`config.mk`:
```
export PLATFORM = sky130hd
export DESIGN_NAME = mem_access_unit_flat
export DESIGN_NICKNAME = d
export VERILOG_FILES = /design/src/rtl/mem_access_unit_pkg.sv /design/src/rtl/mem_access_unit_if.sv /design/src/rtl/mem_access_unit_lsu_align.sv /design/src/rtl/mem_access_unit.sv /design/src/flat_wrapper.sv
export SDC_FILE = /design/constraint.sdc
export NUM_CORES = 1
export LEC_CHECK = 0
export ABC_CLOCK_PERIOD_IN_PS = 3270
export BUFFER_PORTS_ARGS = -buffer_cell sky130_fd_sc_hd__buf_2
export CELL_PAD_IN_SITES_DETAIL_PLACEMENT = 0
export CELL_PAD_IN_SITES_GLOBAL_PLACEMENT = 2
export CORE_ASPECT_RATIO = 1.1
export CORE_MARGIN = 2
export CORE_UTILIZATION = 25
export DETAILED_ROUTE_END_ITERATION = 10
export PLACE_DENSITY = 0.77
export SYNTH_ARGS = -nofsm -noshare
export SYNTH_HDL_FRONTEND = slang
export SYNTH_SLANG_ARGS = --single-unit
```
`constraint.sdc`:
```
create_clock -name i_clk -period 3.27 [get_ports i_clk]
set_clock_uncertainty 0.05 [all_clocks]
set_input_delay 0.327 -clock i_clk [delete_from_list [all_inputs] [get_ports i_clk]]
set_output_delay 0.327 -clock i_clk [all_outputs]
set_load 0.03 [all_outputs]
```
`src/rtl/mem_access_unit_pkg.sv`:
```
// Shared opcodes, FSM states and opcode classification for the load/store unit.
// Optional feature macro used elsewhere: LSU_MISALIGN_EXC_EN.
package mem_access_unit_pkg;

  localparam logic [31:0] DATA_LIMIT_DEF = 32'h0000_3000;

  localparam logic [3:0] OP_LB  = 4'b0000;
  localparam logic [3:0] OP_LH  = 4'b0001;
  localparam logic [3:0] OP_LW  = 4'b0011;
  localparam logic [3:0] OP_LBU = 4'b0100;
  localparam logic [3:0] OP_LHU = 4'b0101;
  localparam logic [3:0] OP_SB  = 4'b1000;
  localparam logic [3:0] OP_SH  = 4'b1001;
  localparam logic [3:0] OP_SW  = 4'b1011;

  typedef enum logic [1:0] {
    S_IDLE  = 2'd0,
    S_READ  = 2'd1,
    S_WRITE = 2'd2,
    S_RESP  = 2'd3
  } state_e;

  function automatic logic op_is_load(input logic [3:0] op);
    return (op == OP_LB) || (op == OP_LH) || (op == OP_LW) ||
           (op == OP_LBU) || (op == OP_LHU);
  endfunction

  function automatic logic op_is_store(input logic [3:0] op);
    return (op == OP_SB) || (op == OP_SH) || (op == OP_SW);
  endfunction

endpackage

```
`src/rtl/mem_access_unit_if.sv`:
```
// Request/response handshake and memory data port of the load/store unit.
interface mem_access_unit_if;
  logic        req_valid;
  logic        req_ready;
  logic [3:0]  req_op;
  logic [31:0] req_addr;
  logic [31:0] req_wdata;
  logic        resp_valid;
  logic [31:0] resp_rdata;
  logic        resp_err;
  logic [31:0] mem_addr;
  logic [31:0] mem_wdata;
  logic        mem_read;
  logic        mem_write;
  logic [31:0] mem_rdata;

  modport slave (
    input  req_valid, req_op, req_addr, req_wdata, mem_rdata,
    output req_ready, resp_valid, resp_rdata, resp_err,
           mem_addr, mem_wdata, mem_read, mem_write
  );

  modport master (
    output req_valid, req_op, req_addr, req_wdata, mem_rdata,
    input  req_ready, resp_valid, resp_rdata, resp_err,
           mem_addr, mem_wdata, mem_read, mem_write
  );
endinterface

```
`src/rtl/mem_access_unit_lsu_align.sv`:
```
// Combinational lane logic: load byte/half extract with sign/zero extension,
// and sub-word store merge into a previously read word (little-endian lanes).
module mem_access_unit_lsu_align
  import mem_access_unit_pkg::*;
(
  input  logic [31:0] i_word,
  input  logic [15:0] i_wdata,
  input  logic [3:0]  i_op,
  input  logic [1:0]  i_addr_lo,
  output logic [31:0] o_rdata,
  output logic [31:0] o_word
);

  logic [7:0]  w_byte;
  logic [15:0] w_half;

  assign w_byte = i_word[{i_addr_lo, 3'b000} +: 8];
  assign w_half = i_word[{i_addr_lo[1], 4'b0000} +: 16];

  always_comb begin
    o_rdata = '0;
    case (i_op)
      OP_LB:   o_rdata = {{24{w_byte[7]}}, w_byte};
      OP_LBU:  o_rdata = {24'd0, w_byte};
      OP_LH:   o_rdata = {{16{w_half[15]}}, w_half};
      OP_LHU:  o_rdata = {16'd0, w_half};
      OP_LW:   o_rdata = i_word;
      default: o_rdata = '0;
    endcase
  end

  always_comb begin
    o_word = i_word;
    case (i_op)
      OP_SB:   o_word[{i_addr_lo, 3'b000} +: 8]     = i_wdata[7:0];
      OP_SH:   o_word[{i_addr_lo[1], 4'b0000} +: 16] = i_wdata;
      default: o_word = i_word;
    endcase
  end

endmodule

```
`src/rtl/mem_access_unit.sv`:
```
// Load/store unit: FSM, request registers and registered memory-side outputs.
// Define LSU_MISALIGN_EXC_EN to reject misaligned half/word accesses.
module mem_access_unit
  import mem_access_unit_pkg::*;
#(
  parameter logic [31:0] DATA_LIMIT = DATA_LIMIT_DEF
) (
  input  logic              i_clk,
  input  logic              i_reset,
  mem_access_unit_if.slave  bus
);

  state_e      r_state;
  state_e      w_state_nxt;
  logic        w_accept;
  logic        w_req_err;
  logic        w_misalign;
  logic [3:0]  r_op;
  logic [1:0]  r_addr_lo;
  logic [15:0] r_wdata;
  logic        r_req_ready;
  logic        r_resp_valid;
  logic [31:0] r_resp_rdata;
  logic        r_resp_err;
  logic [31:0] r_mem_addr;
  logic [31:0] r_mem_wdata;
  logic        r_mem_read;
  logic        r_mem_write;
  logic [31:0] w_load_data;
  logic [31:0] w_merged;

`ifdef LSU_MISALIGN_EXC_EN
  assign w_misalign =
    (((bus.req_op == OP_LH) || (bus.req_op == OP_LHU) || (bus.req_op == OP_SH)) && bus.req_addr[0]) ||
    (((bus.req_op == OP_LW) || (bus.req_op == OP_SW)) && (bus.req_addr[1:0] != 2'b00));
`else
  assign w_misalign = 1'b0;
`endif

  assign w_req_err = !(op_is_load(bus.req_op) || op_is_store(bus.req_op)) ||
                     (op_is_store(bus.req_op) && (bus.req_addr >= DATA_LIMIT)) ||
                     w_misalign;

  always_comb begin
    w_state_nxt = r_state;
    w_accept    = 1'b0;
    case (r_state)
      S_IDLE: begin
        if (bus.req_valid) begin
          w_accept = 1'b1;
          if (w_req_err)              w_state_nxt = S_RESP;
          else if (bus.req_op == OP_SW) w_state_nxt = S_WRITE;
          else                        w_state_nxt = S_READ;
        end
      end
      S_READ:  w_state_nxt = op_is_load(r_op) ? S_RESP : S_WRITE;
      S_WRITE: w_state_nxt = S_RESP;
      S_RESP:  w_state_nxt = S_IDLE;
      default: w_state_nxt = S_IDLE;
    endcase
  end

  mem_access_unit_lsu_align u_align (
    .i_word    (bus.mem_rdata),
    .i_wdata   (r_wdata),
    .i_op      (r_op),
    .i_addr_lo (r_addr_lo),
    .o_rdata   (w_load_data),
    .o_word    (w_merged)
  );

  // Control outputs are registered from the next state so they switch cleanly at the edge.
  always_ff @(posedge i_clk) begin
    if (i_reset) begin
      r_state      <= S_IDLE;
      r_req_ready  <= 1'b1;
      r_resp_valid <= 1'b0;
      r_resp_rdata <= '0;
      r_resp_err   <= 1'b0;
      r_mem_addr   <= '0;
      r_mem_wdata  <= '0;
      r_mem_read   <= 1'b0;
      r_mem_write  <= 1'b0;
      r_op         <= '0;
      r_addr_lo    <= '0;
      r_wdata      <= '0;
    end else begin
      r_state      <= w_state_nxt;
      r_req_ready  <= (w_state_nxt == S_IDLE);
      r_mem_read   <= (w_state_nxt == S_READ);
      r_mem_write  <= (w_state_nxt == S_WRITE);
      r_resp_valid <= (w_state_nxt == S_RESP);
      if (w_accept) begin
        r_op         <= bus.req_op;
        r_addr_lo    <= bus.req_addr[1:0];
        r_wdata      <= bus.req_wdata[15:0];
        r_resp_err   <= w_req_err;
        r_resp_rdata <= '0;
        if (!w_req_err) begin
          r_mem_addr  <= {bus.req_addr[31:2], 2'b00};
          r_mem_wdata <= bus.req_wdata;
        end
      end
      if (r_state == S_READ) begin
        if (op_is_load(r_op)) r_resp_rdata <= w_load_data;
        else                  r_mem_wdata  <= w_merged;
      end
    end
  end

  assign bus.req_ready  = r_req_ready;
  assign bus.resp_valid = r_resp_valid;
  assign bus.resp_rdata = r_resp_rdata;
  assign bus.resp_err   = r_resp_err;
  assign bus.mem_addr   = r_mem_addr;
  assign bus.mem_wdata  = r_mem_wdata;
  assign bus.mem_read   = r_mem_read;
  assign bus.mem_write  = r_mem_write;

endmodule

```
`src/flat_wrapper.sv`:
```
// flat-port wrapper written by rule: the top's interface ports become plain ports
module mem_access_unit_flat import mem_access_unit_pkg::*;
#(
  parameter logic [31:0] DATA_LIMIT = DATA_LIMIT_DEF
)
  (i_clk, i_reset, bus_req_valid, bus_req_op, bus_req_addr, bus_req_wdata, bus_mem_rdata, bus_req_ready, bus_resp_valid, bus_resp_rdata, bus_resp_err, bus_mem_addr, bus_mem_wdata, bus_mem_read, bus_mem_write);
  mem_access_unit_if bus_i ();
  input  logic i_clk;
  input  logic i_reset;
  input wire logic [$bits(bus_i.req_valid)-1:0] bus_req_valid;
  input wire logic [$bits(bus_i.req_op)-1:0] bus_req_op;
  input wire logic [$bits(bus_i.req_addr)-1:0] bus_req_addr;
  input wire logic [$bits(bus_i.req_wdata)-1:0] bus_req_wdata;
  input wire logic [$bits(bus_i.mem_rdata)-1:0] bus_mem_rdata;
  output wire logic [$bits(bus_i.req_ready)-1:0] bus_req_ready;
  output wire logic [$bits(bus_i.resp_valid)-1:0] bus_resp_valid;
  output wire logic [$bits(bus_i.resp_rdata)-1:0] bus_resp_rdata;
  output wire logic [$bits(bus_i.resp_err)-1:0] bus_resp_err;
  output wire logic [$bits(bus_i.mem_addr)-1:0] bus_mem_addr;
  output wire logic [$bits(bus_i.mem_wdata)-1:0] bus_mem_wdata;
  output wire logic [$bits(bus_i.mem_read)-1:0] bus_mem_read;
  output wire logic [$bits(bus_i.mem_write)-1:0] bus_mem_write;
  assign bus_i.req_valid = bus_req_valid;
  assign bus_i.req_op = bus_req_op;
  assign bus_i.req_addr = bus_req_addr;
  assign bus_i.req_wdata = bus_req_wdata;
  assign bus_i.mem_rdata = bus_mem_rdata;
  assign bus_req_ready = bus_i.req_ready;
  assign bus_resp_valid = bus_i.resp_valid;
  assign bus_resp_rdata = bus_i.resp_rdata;
  assign bus_resp_err = bus_i.resp_err;
  assign bus_mem_addr = bus_i.mem_addr;
  assign bus_mem_wdata = bus_i.mem_wdata;
  assign bus_mem_read = bus_i.mem_read;
  assign bus_mem_write = bus_i.mem_write;
  mem_access_unit #(.DATA_LIMIT(DATA_LIMIT)) u_core (.i_clk(i_clk), .i_reset(i_reset), .bus(bus_i));
endmodule
```
==> metrics <==
main combinational cell family by area after synthesis compound AO/OA/AOI/OAI gates; Worst Hold Path Cells 3; I/O pin total ~200; Nets 982; clk_lat worst skew between 0.4 and 0.5 ns; Final ANT Viol Nets 0; drt wl/cell between 15 and 20 µm; antenna violations before repair 3; register bit total from synthesis between 100 and 150; Num CTS Buffers 17; Hold Crit Class in -> reg; Critical Path, Cell by Cell inv_1 > ha_1 > or4_1 > a21oi_1 > a221oi_1 > a311oi_1; CTS tree yes; met2 WL post-DR between 10 and 15 mm; PortBufs about 200; drt pass-1 iters 4; Std-Cell Rows 58; Die ar. about 24000 µm²; Synth Area in Simple Gates about a fifth; CP arrival 2.95 ns; status finished, final reports clean; CP endpoint kind flop; # Post-CTS Setup Buffers 0; final slew viol count 0; clock tree sinks about 120; Critical Path RT between 3 and 4 ns; H-tree Lvls 4; Iter 0 DRT Violations between 300 and 400; Max Cap Viol 0; Slowest-stage cell, CP dfxtp_1; Clock Path Buffers 2; gr usage total 17.68%; share of layout cells above drive strength 1 a little under a third; first-pass GRT wire length 32.66 mm; die height 162.6 µm; R2R Path Start u_core.r_addr_lo[0]; cells resized by post-CTS repair 0; clock period minus worst slack around 2.7 ns; core area about 23000 µm²; top routing layer used met5; Top FF cell, synth dfxtp_1; startpoint types flop; total number of vias between 5k and 6k; drc violations 0; TNS Setup 0 ns; Synth Area in Compound Gates 27.48%; beginning of the worst hold path bus_req_addr[8]; Fillers approximately 2.5k; # setup viols final 0; Synth Area in Adders slightly below 2%; CTS Hold Bufs 0; DR vias/cell 4.938; count of different cell masters after synthesis 46; Clock Tree Root clkbuf_16; number of synthesized flops with an enable pin 0; Final GP Congestion approximately 0.92; Metal-1 WL 9.436 mm; final hold violations 0; synthesis warning total 0; register area share after synthesis a little over two fifths; area delta synth->final 32.55%; Synth Cell Area between 5000 and 6000 µm²; Period Utilization, post-route ~80%; Max-slew headroom between 40% and 50%; Fmax approximately 0.37 GHz; Hold Slack 0.08919 ns; slew at the pin closest to its max-slew limit between 0.8 and 0.9 ns; Synth Instances 692; vias in the first global route 5641; Pleak 3.047 nW; async set-reset flop share out of synthesis 0%; grt total ovfl 0; crit path from u_core.r_addr_lo[0]; VDD IR max 0.4087 mV; Clock transition at path regs about 0.050 ns; Mean Syn Cell Area roughly 8.3 µm²; Initial Util about a quarter; mux cell area share after synthesis roughly 2.4%; post-detail-place hpwl about 16 mm; crit-path max FO 9; CP max stage delay approximately 0.53 ns; Crit Path Class reg -> reg; R2R cell count 6; RSZ-0062 raised after global routing no; Detailed Route WL around 22 mm; Die W 148.2 µm; Pwr per Cell Area between 800 and 900 nW/µm²; area share of xor/xnor cells in the synthesized design 0%; metal3 WL between 1.5 and 2 mm; largest net degree at the start of global routing 55
[Yosys cell counts, drive strengths merged (8+ instances only)]
master	count	share of area, %
a211oi	32	4.2
a21oi	81	7.1
a221oi	24	3.7
a22o	16	2.5
a311oi	39	6.0
a32oi	8	1.2
buf	19	2.0
clkbuf	39	2.6
dfxtp	123	43
ha	9	2.0
inv	9	0.59
mux2	10	2.0
nand2	209	14
nor2	9	0.59
nor4	8	1.7
[flip-flops by register name (all words and copies together), names as in the netlist]
register / count
u_core.r_op: 4
u_core.bus.mem_write: 1
u_core.r_state: 2
u_core.bus.mem_read: 1
u_core.bus.resp_rdata: 32
u_core.bus.mem_addr: 30
u_core.r_wdata: 16
u_core.bus.mem_wdata: 32
u_core.bus.req_ready: 1
u_core.r_addr_lo: 2
u_core.bus.resp_valid: 1
u_core.bus.resp_err: 1
[power breakdown]
part	internal [mW]	switching, mW	total, mW
clock network	1.26	0.669	1.93
logic	0.692	1.46	2.15
registers	1.84	0.238	2.08
total	3.79	2.37	6.16
[path summary, 6_finish.rpt]
kind / end / slack, ns
setup / recovery: u_core.bus.mem_wdata[7] / 0.59
setup reg to reg: u_core.bus.mem_wdata[7] / 0.59
hold / removal: u_core.bus.mem_addr[8] / 0.09
hold reg to reg: u_core.bus.mem_addr[9] / 0.40
[per-stage QoR]
| stage | cells | power, mW | worst slack [ns] | cell area (µm²) | utilization, % |
|---|---|---|---|---|---|
| detailed placement | 1151 | 4.287 | 0.4996 | 6977 | 30.81 |
| floorplan | 693 | 3.566 | 0.8397 | 5723 | - |
| CTS | 1180 | 6.250 | 0.5990 | 7576 | 33.46 |
| global placement | 1151 | 4.282 | 0.5201 | 6977 | 30.81 |
| global route | 1180 | 6.524 | 0.3048 | 7576 | 33.46 |
| finish | 1182 | 6.163 | 0.5929 | 7581 | 33.48 |
[cells by family after synthesis]
family	count (synthesis)
buffers and inverters	67
AO/OA/AOI/OAI	221
AND/OR/NAND/NOR	260
other	1
adder cells (fa/ha/maj)	9
flip-flops	123
multiplexers	11
[layout by cell type (no fill, tap or decap), types with 4 or more instances in the layout]
| cell | count |
|---|---|
| nand2_1 | 208 |
| buf_2 | 200 |
| dfxtp_1 | 123 |
| a21oi_1 | 81 |
| a311oi_1 | 39 |
| a211oi_1 | 32 |
| a221oi_1 | 24 |
| clkbuf_16 | 17 |
| a22o_1 | 16 |
| buf_4 | 15 |
| mux2_2 | 10 |
| inv_1 | 9 |
| nor2_1 | 9 |
| ha_1 | 9 |
| a32oi_1 | 8 |
| nor3_1 | 7 |
| a22oi_1 | 7 |
| nand2b_1 | 6 |
| nor4_2 | 5 |
| nor2b_1 | 4 |
| clkbuf_8 | 4 |
[area by class of cell]
| type | count | area [µm²] | share of cell area [%] |
|---|---|---|---|
| inverter | 9 | 33.78 | 0.4456 |
| clock buffer | 22 | 484.2 | 6.387 |
| sequential | 123 | 2462 | 32.48 |
| clock inverter | 7 | 115.1 | 1.518 |
| multi-input combinational | 503 | 2972 | 39.20 |
| tap | 300 | 375.4 | 4.951 |
| antenna | 2 | 5.005 | 0.06602 |
| timing repair buffer | 216 | 1134 | 14.95 |
[critical path, delay by kind of cell (launching register included)]
| family | cells | cell delay [ns] |
|---|---|---|
| compound gates | 3 | 1.02 |
| flops | 1 | 0.53 |
| simple gates | 1 | 0.48 |
| fa+ha+maj | 1 | 0.37 |
| buf+inv | 1 | 0.14 |
[routing by layer]
layer,vias to the layer above,GRT usage (%)
li1,2878,-
met1,2720,22.15
met4,2,6.234
met3,32,5.686
met5,-,0
met2,205,28.60
Power figures use the tool's default switching activity.
